$ cat config.mk
export PLATFORM = sky130hd
export DESIGN_NAME = debug_uart_rx
export DESIGN_NICKNAME = d
export VERILOG_FILES = /design/src/rtl/debug_uart_rx_pkg.sv /design/src/rtl/uart_rx_core.sv /design/src/rtl/debug_uart_rx.sv
export SDC_FILE = /design/constraint.sdc
export NUM_CORES = 1
export LEC_CHECK = 0
export CAP_MARGIN = 0
export CORE_MARGIN = 1
export CORE_UTILIZATION = 35
export DETAILED_ROUTE_END_ITERATION = 8
export PLACE_DENSITY = 0.64
export SETUP_SLACK_MARGIN = 0.5
export SKIP_CTS_REPAIR_TIMING = 1
export SYNTH_ARGS = -nofsm -noshare
export SYNTH_HDL_FRONTEND = slang
export SYNTH_SLANG_ARGS = --single-unit
export TNS_END_PERCENT = 100
$ cat constraint.sdc
create_clock -name clock_in -period 6.8 [get_ports clock_in]
set_input_delay 0.68 -clock clock_in [delete_from_list [all_inputs] [get_ports clock_in]]
set_output_delay 0.68 -clock clock_in [all_outputs]
set_load 0.01 [all_outputs]
$ cat src/rtl/debug_uart_rx_pkg.sv
// Shared types and register layout for the debug UART receiver.
package debug_uart_rx_pkg;

    typedef enum logic [1:0] {
        IDLE,
        START,
        DATA,
        STOP
    } rx_state_t;

    localparam logic [31:0] DATA_OFS   = 32'h0000_0000;
    localparam logic [31:0] STATUS_OFS = 32'h0000_0004;

    localparam int unsigned ST_AVAIL     = 31;
    localparam int unsigned ST_FULL      = 30;
    localparam int unsigned ST_OVERRUN   = 29;
    localparam int unsigned ST_FRAME_ERR = 28;
    localparam int unsigned ST_COUNT_LSB = 24;

endpackage

$ cat src/rtl/uart_rx_core.sv
// 8N1 deserialiser: rx synchroniser, bit-timing FSM and shift register.
// Emits a byte with a one-cycle push strobe, or a frame-error strobe.
module uart_rx_core
    import debug_uart_rx_pkg::*;
#(
    parameter int unsigned CLK_DIV = 16
) (
    input  logic       clk_i,
    input  logic       rst_i,
    input  logic       rx_i,
    output logic [7:0] byte_o,
    output logic       push_o,
    output logic       frame_err_o
);

    localparam int unsigned CNT_W = $clog2(CLK_DIV);
    localparam logic [CNT_W-1:0] HALF_BIT = CNT_W'(CLK_DIV / 2 - 1);
    localparam logic [CNT_W-1:0] FULL_BIT = CNT_W'(CLK_DIV - 1);

    logic             sync1_q, sync2_q, rx_prev_q;
    rx_state_t        state_q, state_d;
    logic [CNT_W-1:0] cnt_q, cnt_d;
    logic [2:0]       bit_q, bit_d;
    logic [7:0]       shift_q, shift_d;
    logic             falling;

    assign falling = rx_prev_q & ~sync2_q;
    assign byte_o  = shift_q;

    always_ff @(posedge clk_i) begin
        if (rst_i) begin
            sync1_q   <= 1'b1;
            sync2_q   <= 1'b1;
            rx_prev_q <= 1'b1;
            state_q   <= IDLE;
            cnt_q     <= '0;
            bit_q     <= '0;
            shift_q   <= '0;
        end else begin
            sync1_q   <= rx_i;
            sync2_q   <= sync1_q;
            rx_prev_q <= sync2_q;
            state_q   <= state_d;
            cnt_q     <= cnt_d;
            bit_q     <= bit_d;
            shift_q   <= shift_d;
        end
    end

    always_comb begin
        state_d     = state_q;
        cnt_d       = cnt_q;
        bit_d       = bit_q;
        shift_d     = shift_q;
        push_o      = 1'b0;
        frame_err_o = 1'b0;
        unique case (state_q)
            IDLE: begin
                if (falling) begin
                    cnt_d   = HALF_BIT;
                    state_d = START;
                end
            end
            START: begin
                if (cnt_q == '0) begin
                    if (sync2_q) begin
                        state_d = IDLE;
                    end else begin
                        cnt_d   = FULL_BIT;
                        bit_d   = '0;
                        state_d = DATA;
                    end
                end else begin
                    cnt_d = cnt_q - CNT_W'(1);
                end
            end
            DATA: begin
                if (cnt_q == '0) begin
                    shift_d = {sync2_q, shift_q[7:1]};
                    cnt_d   = FULL_BIT;
                    if (bit_q == 3'd7) begin
                        state_d = STOP;
                    end else begin
                        bit_d = bit_q + 3'd1;
                    end
                end else begin
                    cnt_d = cnt_q - CNT_W'(1);
                end
            end
            STOP: begin
                if (cnt_q == '0) begin
                    push_o      = sync2_q;
                    frame_err_o = ~sync2_q;
                    state_d     = IDLE;
                end else begin
                    cnt_d = cnt_q - CNT_W'(1);
                end
            end
            default: state_d = IDLE;
        endcase
    end

endmodule

$ cat src/rtl/debug_uart_rx.sv
// Memory-mapped debug UART receiver: receive FIFO plus DATA/STATUS registers.
// Optional receive interrupt built when DEBUG_UART_RX_IRQ_EN is defined.
module debug_uart_rx
    import debug_uart_rx_pkg::*;
#(
    parameter int unsigned CLK_DIV    = 16,
    parameter int unsigned FIFO_DEPTH = 8,
    parameter logic [31:0] BASE_ADDR  = 32'hf00000e0
) (
    input  logic        clock_in,
    input  logic        reset,
    input  logic        rx,
    input  logic [31:0] address,
    input  logic        data_access,
    input  logic [3:0]  data_we,
    input  logic [31:0] data_write,
    output logic [31:0] data_read,
    output logic        irq
);

    localparam int unsigned PTR_W = $clog2(FIFO_DEPTH);
    localparam int unsigned CNT_W = PTR_W + 1;

    logic [7:0]       core_byte;
    logic             core_push, core_ferr;

    logic [7:0]       mem_q [FIFO_DEPTH];
    logic [PTR_W-1:0] wr_ptr_q, rd_ptr_q;
    logic [CNT_W-1:0] count_q, count_d;
    logic             overrun_q, overrun_d;
    logic             frame_err_q, frame_err_d;
    logic [31:0]      data_read_q, data_read_d;

    logic             rd, wr, sel_data, sel_status;
    logic             empty, full, pop, push_ok, ovf;
    logic [6:0]       count_ext;
    logic [3:0]       count_disp;
    logic [31:0]      status_word;
    logic             unused_write;

    uart_rx_core #(
        .CLK_DIV (CLK_DIV)
    ) u_core (
        .clk_i       (clock_in),
        .rst_i       (reset),
        .rx_i        (rx),
        .byte_o      (core_byte),
        .push_o      (core_push),
        .frame_err_o (core_ferr)
    );

    assign rd         = data_access & ~(|data_we);
    assign wr         = data_access & (|data_we);
    assign sel_data   = (address == BASE_ADDR + DATA_OFS);
    assign sel_status = (address == BASE_ADDR + STATUS_OFS);
    assign empty      = (count_q == '0);
    assign full       = (count_q == CNT_W'(FIFO_DEPTH));
    assign pop        = rd & sel_data & ~empty;
    // A pop in the same cycle frees the slot, so a push into a full FIFO still lands.
    assign push_ok    = core_push & (~full | pop);
    assign ovf        = core_push & full & ~pop;
    assign count_ext  = 7'(count_q);
    assign count_disp = (count_ext > 7'd15) ? 4'hF : count_ext[3:0];
    assign unused_write = ^{data_write[31:30], data_write[27:0]};
    assign data_read  = data_read_q;

    always_comb begin
        status_word                          = '0;
        status_word[ST_AVAIL]                = ~empty;
        status_word[ST_FULL]                 = full;
        status_word[ST_OVERRUN]              = overrun_q;
        status_word[ST_FRAME_ERR]            = frame_err_q;
        status_word[ST_COUNT_LSB +: 4]       = count_disp;
    end

    always_comb begin
        count_d     = count_q;
        overrun_d   = overrun_q;
        frame_err_d = frame_err_q;
        data_read_d = data_read_q;

        case ({push_ok, pop})
            2'b10:   count_d = count_q + CNT_W'(1);
            2'b01:   count_d = count_q - CNT_W'(1);
            default: count_d = count_q;
        endcase

        // Clears are applied first so an error arriving in the same cycle survives.
        if (sel_status && (rd || (wr && data_write[29]))) overrun_d = 1'b0;
        if (sel_status && (rd || (wr && data_write[28]))) frame_err_d = 1'b0;
        if (ovf)       overrun_d   = 1'b1;
        if (core_ferr) frame_err_d = 1'b1;

        if (rd) begin
            if (sel_data)        data_read_d = pop ? {mem_q[rd_ptr_q], 24'h0} : '0;
            else if (sel_status) data_read_d = status_word;
            else                 data_read_d = '0;
        end
    end

    always_ff @(posedge clock_in) begin
        if (push_ok) mem_q[wr_ptr_q] <= core_byte;
    end

    always_ff @(posedge clock_in) begin
        if (reset) begin
            wr_ptr_q    <= '0;
            rd_ptr_q    <= '0;
            count_q     <= '0;
            overrun_q   <= 1'b0;
            frame_err_q <= 1'b0;
            data_read_q <= '0;
        end else begin
            if (push_ok) wr_ptr_q <= wr_ptr_q + PTR_W'(1);
            if (pop)     rd_ptr_q <= rd_ptr_q + PTR_W'(1);
            count_q     <= count_d;
            overrun_q   <= overrun_d;
            frame_err_q <= frame_err_d;
            data_read_q <= data_read_d;
        end
    end

`ifdef DEBUG_UART_RX_IRQ_EN
    logic irq_q;

    always_ff @(posedge clock_in) begin
        if (reset) irq_q <= 1'b0;
        else       irq_q <= (count_q != '0) | overrun_q | frame_err_q;
    end

    assign irq = irq_q;
`else
    assign irq = 1'b0;
`endif

endmodule
==> metrics, run 1 <==
status=completed; row count=42; cell count after synthesis=381; main area contributors after synthesis=edfxtp_1, dfxtp_1, mux4_2; Initial Util=36.3%; asr flop ratio synth=0%; Buf/Inv on CP=2; Core Region=13300 um2; CTS tree=yes; critical path depth in cells=7; Slew @ Worst Pin=1050 ps; global-route wire length before repair=14900 um; Routed Antenna Nets=0; most common cell in the netlist=edfxtp_1; layout cells sized above 1=13.1%; switching share of power=21.8%; slowest CP cell=or4_1; final core utilization=42.7%; Die H=120 um; multi-input logic area=1820 um2; Yosys cell types=58; CP startpoint kind=input port; DRC violations left=0; GRT overflow=0; Total Routing Usage GR=13.5%; global routing usage on met2=22.7%; GRT met1 Usage=16.6%; H-tree Lvls=3; Critical Path End Type=flop; top cells by count, synth=edfxtp_1, dfxtp_1, nand2_1, buf_4, nor2_1; Fin. Hold Viols=0; RSZ-0062 raised after global routing=false; WHS Path Cells=1; DR iter-0 viols=202; WS Path Type=in -> reg; pwr/cell area=230 nW/um2; Hold Slack=414 ps; root cell of the clock tree=clkbuf_16; overall routed net length=8990 um; GR Util met3=2.76%; Slew Limit Fails=0; Synth top area share=39.7%; # clock sinks=107; Max Buffers Root-to-Sink=2; latest clock arrival within the worst-skew pair=340 ps; Clock Pin Slew Worst Setup and Hold Paths=70 ps; Tmin final=3800 ps; #FFs+latches synth=107; max_cap viols=0; Syn Std Cell Area=4840 um2; post-synthesis cell type with the largest combined area=edfxtp_1; static leakage=1.97 nW; peak fanout along the critical path=14; required time worst endpoint=6770 ps; register area=2780 um2; Final period util=55.8%; Final Setup Violations=0; crit path cell chain=clkdlybuf4s50_1 -> or4b_4 -> or4_1 -> nor4b_4 -> buf_4 -> o211ai_1 -> nor2_1; Die Area=14300 um2; sequential share of the synthesized area=57.5%; Crit path max-delay family=simple AND/OR/NAND/NOR gates; setup_tns=0 ps; Reg power frac=53.0%; drt wl/cell=14.7 um; Via density=4.92; IO buf count=49; Final Skew=7.74 ps; clock share of power=38.8%; vias in the first global route=3059; number of synthesized flops with an enable pin=64; initial antenna violation count=0; hpwl dp=6400 um; Net Sw Power=0.285 mW; io pins=105; YS warnings=0; CTS Buf Count=9; Top Usage Layer GRT=met2; Logic pwr share=8.2%; # diodes=0; Worst IR Drop VDD=0.111 mV; mean post-synth cell area=12.7 um2; die extent in x=120 um; Crit path largest cell delay=670 ps; Vias=3009; Synth Flop Type=edfxtp_1; largest net degree at the start of global routing=43; GP Congestion=0.814; FILL cells=1200; R2R depth=6; P_int=1.02 mW; nets=513; Crit path arrival time=3760 ps; Initial DRT Pass Iterations=4; Area growth syn-to-layout=17.7%; fmax=263 MHz; Hold Crit Class=reg -> reg; Rel. slew slack=29.9%
[final timing paths]
kind,start,to,slack [ps]
setup / recovery,data_access,mem_q[7][5]$_DFFE_PP_,3000
hold / removal,u_core.sync1_q$_SDFF_PP1_,u_core.sync2_q$_SDFF_PP1_,410
setup reg to reg,count_q[1]$_SDFFE_PP0P_,mem_q[7][5]$_DFFE_PP_,3820
hold reg to reg,u_core.sync1_q$_SDFF_PP1_,u_core.sync2_q$_SDFF_PP1_,410
[flip-flops by register name, indices dropped and copies added (netlist names), named ones only]
signal,cells
u_core.cnt_q,4
u_core.sync2_q,1
u_core.sync1_q,1
overrun_q,1
rd_ptr_q,3
u_core.bit_q,3
count_q,4
u_core.state_q,1
wr_ptr_q,3
data_read,8
u_core.byte_o,8
u_core.rx_prev_q,1
frame_err_q,1
mem_q,64
[power groups by stage]
| stage | combinational [mW] | clock [mW] | sequential, mW |
|---|---|---|---|
| after floorplan | 0.0800 | 0 | 0.705 |
| after global placement | 0.103 | 0 | 0.707 |
| after detailed placement | 0.107 | 0 | 0.708 |
| after CTS | 0.108 | 0.521 | 0.693 |
| after global routing | 0.120 | 0.549 | 0.694 |
| final | 0.107 | 0.508 | 0.694 |
[stage by stage]
stage / power, mW / area (um2) / cells / setup WS, ps
global placement: 0.810 / 5410 / 595 / 2600
detailed placement: 0.814 / 5410 / 595 / 2610
global route: 1.36 / 5700 / 611 / 2820
finish: 1.31 / 5700 / 611 / 3000
floorplan: 0.785 / 4930 / 405 / 3020
CTS: 1.32 / 5700 / 611 / 2960
[area by class of cell]
type | count | share of cell area (%)
clock buffers | 11 | 4.08
repair buffers | 56 | 9.53
multi-input cells | 244 | 31.9
clock inverters | 5 | 1.03
flip-flops and latches | 107 | 48.8
inverters | 12 | 0.790
well taps | 176 | 3.86
[logic make-up (layout without fill, tap and decap cells)]
group                      count (synthesis)  count (layout)  share of synthesized area, %
xor gates and xnor gates                   3               3                         0.543
AOI/OAI and AO/OA                         59              59                          8.37
other                                      1              25                        0.0774
DFF                                      107             107                          57.5
adders and majority gates                 11              11                          2.84
and+or+nand+nor                          111             111                          12.2
muxes                                     35              35                          11.6
buffers and inverters                     54              84                          6.87
[cell usage in the layout (no fill, tap or decap), types with 3 or more instances in the layout]
master	n
nand2b_1	5
buf_4	7
o22ai_1	3
mux2_2	5
nand2_1	31
nand3_1	5
nor3_1	8
or2_2	4
ha_1	11
conb_1	25
clkdlybuf4s50_1	49
xnor2_1	3
mux4_2	16
edfxtp_1	64
and2_1	3
a21oi_1	18
nor2b_1	5
a21o_1	3
o21ai_0	9
dfxtp_1	43
a22o_1	7
nor4_1	8
mux2i_1	13
inv_1	12
o21a_1	5
clkbuf_16	9
nor2_1	23
[worst register-to-register path, cell delays in order, from the launching register on]
cell	delay (ps)
dfxtp_1	470
nor4_1	130
or4_1	600
nor4b_4	320
buf_4	260
o211ai_1	190
nor2_1	650
[per-layer routing]
layer,wire length [um],share of wire [%]
met3,545,6.1
met1,3830,43
met4,255,2.8
met2,4360,49
met5,0,0
(Power assumes the default switching activity.)
==> run 2, diff against run 1 <==
Clock period 6.8 ns to 3.77 ns, I/O delays scaled along.
==> run 2 against run 1 <==
Effect of this change: total power up 76%; utilization increased by 0.25 points; sequential power is 80% higher; die area did not move; setup slack got worse by 2300 ps; largest cell class unchanged.
==> metrics, run 2 (synthesis results as in run 1) <==
Crit path max-delay family=simple AND/OR/NAND/NOR gates; vias in the first global route=2957; row count=42; IO buf count=49; GRT overflow=0; slowest CP cell=or4_1; Buf/Inv on CP=1; CTS Buf Count=9; Crit path arrival time=3340 ps; Logic pwr share=8.7%; Largest register FFs=64; required time worst endpoint=4000 ps; Clock Pin Slew Worst Setup and Hold Paths=70 ps; Die Area=14300 um2; io pins=105; Final Setup Violations=0; Max Buffers Root-to-Sink=2; WS Path Type=in -> reg; Fin. Hold Viols=0; setup_tns=0 ps; CTS tree=yes; largest net degree at the start of global routing=31; Initial Util=36.3%; Area after DPL=5460 um2; commonest non-fill, non-tap cells in the layout=edfxtp_1, clkdlybuf4s50_1, dfxtp_1; initial antenna violation count=0; GP Congestion=0.800; Net Sw Power=0.523 mW; Slew Limit Fails=0; Crit path largest cell delay=560 ps; Slew @ Worst Pin=792 ps; switching share of power=22.7%; Worst IR Drop VDD=0.247 mV; root cell of the clock tree=clkbuf_16; overall routed net length=8990 um; # diodes=0; fmax=321 MHz; Rel. slew slack=47.2%; Vias=3042; clock share of power=37.1%; nets=519; peak fanout along the critical path=3; Core Region=13300 um2; global-route wire length before repair=14500 um; DR iter-0 viols=216; Via density=4.93; Initial DRT Pass Iterations=5; die extent in x=120 um; Final period util=82.6%; Final Skew=9.92 ps; Die H=120 um; Area growth syn-to-layout=18.4%; latest clock arrival within the worst-skew pair=350 ps; static leakage=2.00 nW; Tmin final=3110 ps; drt wl/cell=14.6 um; max_cap viols=0; crit path cell chain=clkdlybuf4s50_1 -> or4b_4 -> or4_1 -> nor4b_4 -> nand2_1 -> xnor2_1 -> ha_1 -> and3_1 -> mux2i_1 -> mux2_2; H-tree Lvls=3; hpwl dp=6530 um; Total Routing Usage GR=13.2%; Critical Path End Type=flop; most flop-heavy register=mem_q; Hold Crit Class=reg -> reg; pwr/cell area=402 nW/um2; post-route cell area=5730 um2; P_int=1.78 mW; Reg power frac=54.2%; layout cells sized above 1=15.0%; status=completed; # clock sinks=107; DRC violations left=0; RSZ-0062 raised after global routing=false; commonest non-fill, non-tap cell in the layout=edfxtp_1; CP startpoint kind=input port; Routed Antenna Nets=0
-- run 2: through the flow --
| step | util (%) | worst slack [ps] | power, mW | hold slack [ps] | std cells |
|---|---|---|---|---|---|
| 2_1_floorplan | - | 487 | 1.42 | 389 | 405 |
| 3_3_place_gp | 40.9 | 375 | 1.47 | 407 | 601 |
| 3_5_place_dp | 40.9 | 305 | 1.48 | 401 | 601 |
| 4_1_cts | 43.0 | 666 | 2.33 | 426 | 617 |
| 5_1_grt | 43.0 | 517 | 2.40 | 456 | 617 |
| 6_report | 43.0 | 657 | 2.31 | 421 | 617 |
-- run 2: path summary, 6_finish.rpt --
check / start / endpoint / slack, ps / cells past startpoint
worst max-delay path: data_access / count_q[2]$_SDFFE_PP0P_ / 660 / 10
worst max register to register: count_q[1]$_SDFFE_PP0P_ / count_q[2]$_SDFFE_PP0P_ / 1170 / 9
worst min register to register: u_core.sync1_q$_SDFF_PP1_ / u_core.sync2_q$_SDFF_PP1_ / 420 / 1
worst min-delay path: u_core.sync1_q$_SDFF_PP1_ / u_core.sync2_q$_SDFF_PP1_ / 420 / 1
-- run 2: cell type report --
cell class,count,area [um2]
clock buffer,10,229
multi-input combinational,244,1830
inverter,12,45.0
sequential,107,2780
tap,176,220
timing repair buffer,62,588
clock inverter,6,40.0
fill,1227,7610
-- run 2: power by group through the flow --
stage	Clock [mW]	Sequential [mW]	Combinational [mW]
global route	0.923	1.25	0.229
finish	0.855	1.25	0.201
floorplan	0	1.27	0.144
global placement	0	1.27	0.195
detailed placement	0	1.28	0.200
CTS	0.881	1.25	0.201
-- run 2: worst reg2reg max path, cell delays in order (launching register included) --
cell     delay, ps
dfxtp_1        470
nor4_1         120
or4_1          490
nor4b_4        320
nand2_1        100
xnor2_1        140
ha_1           200
and3_1         140
mux2i_1        160
mux2_2         350
-- run 2: per-layer routing --
metal / global-route usage [%] / up-vias / part of all wire (%)
met5: 0 / - / 0
met4: 5.70 / 0 / 1.6
met3: 3.14 / 12 / 7.8
met2: 22.1 / 116 / 48
met1: 16.2 / 1450 / 43
li1: - / 1464 / -
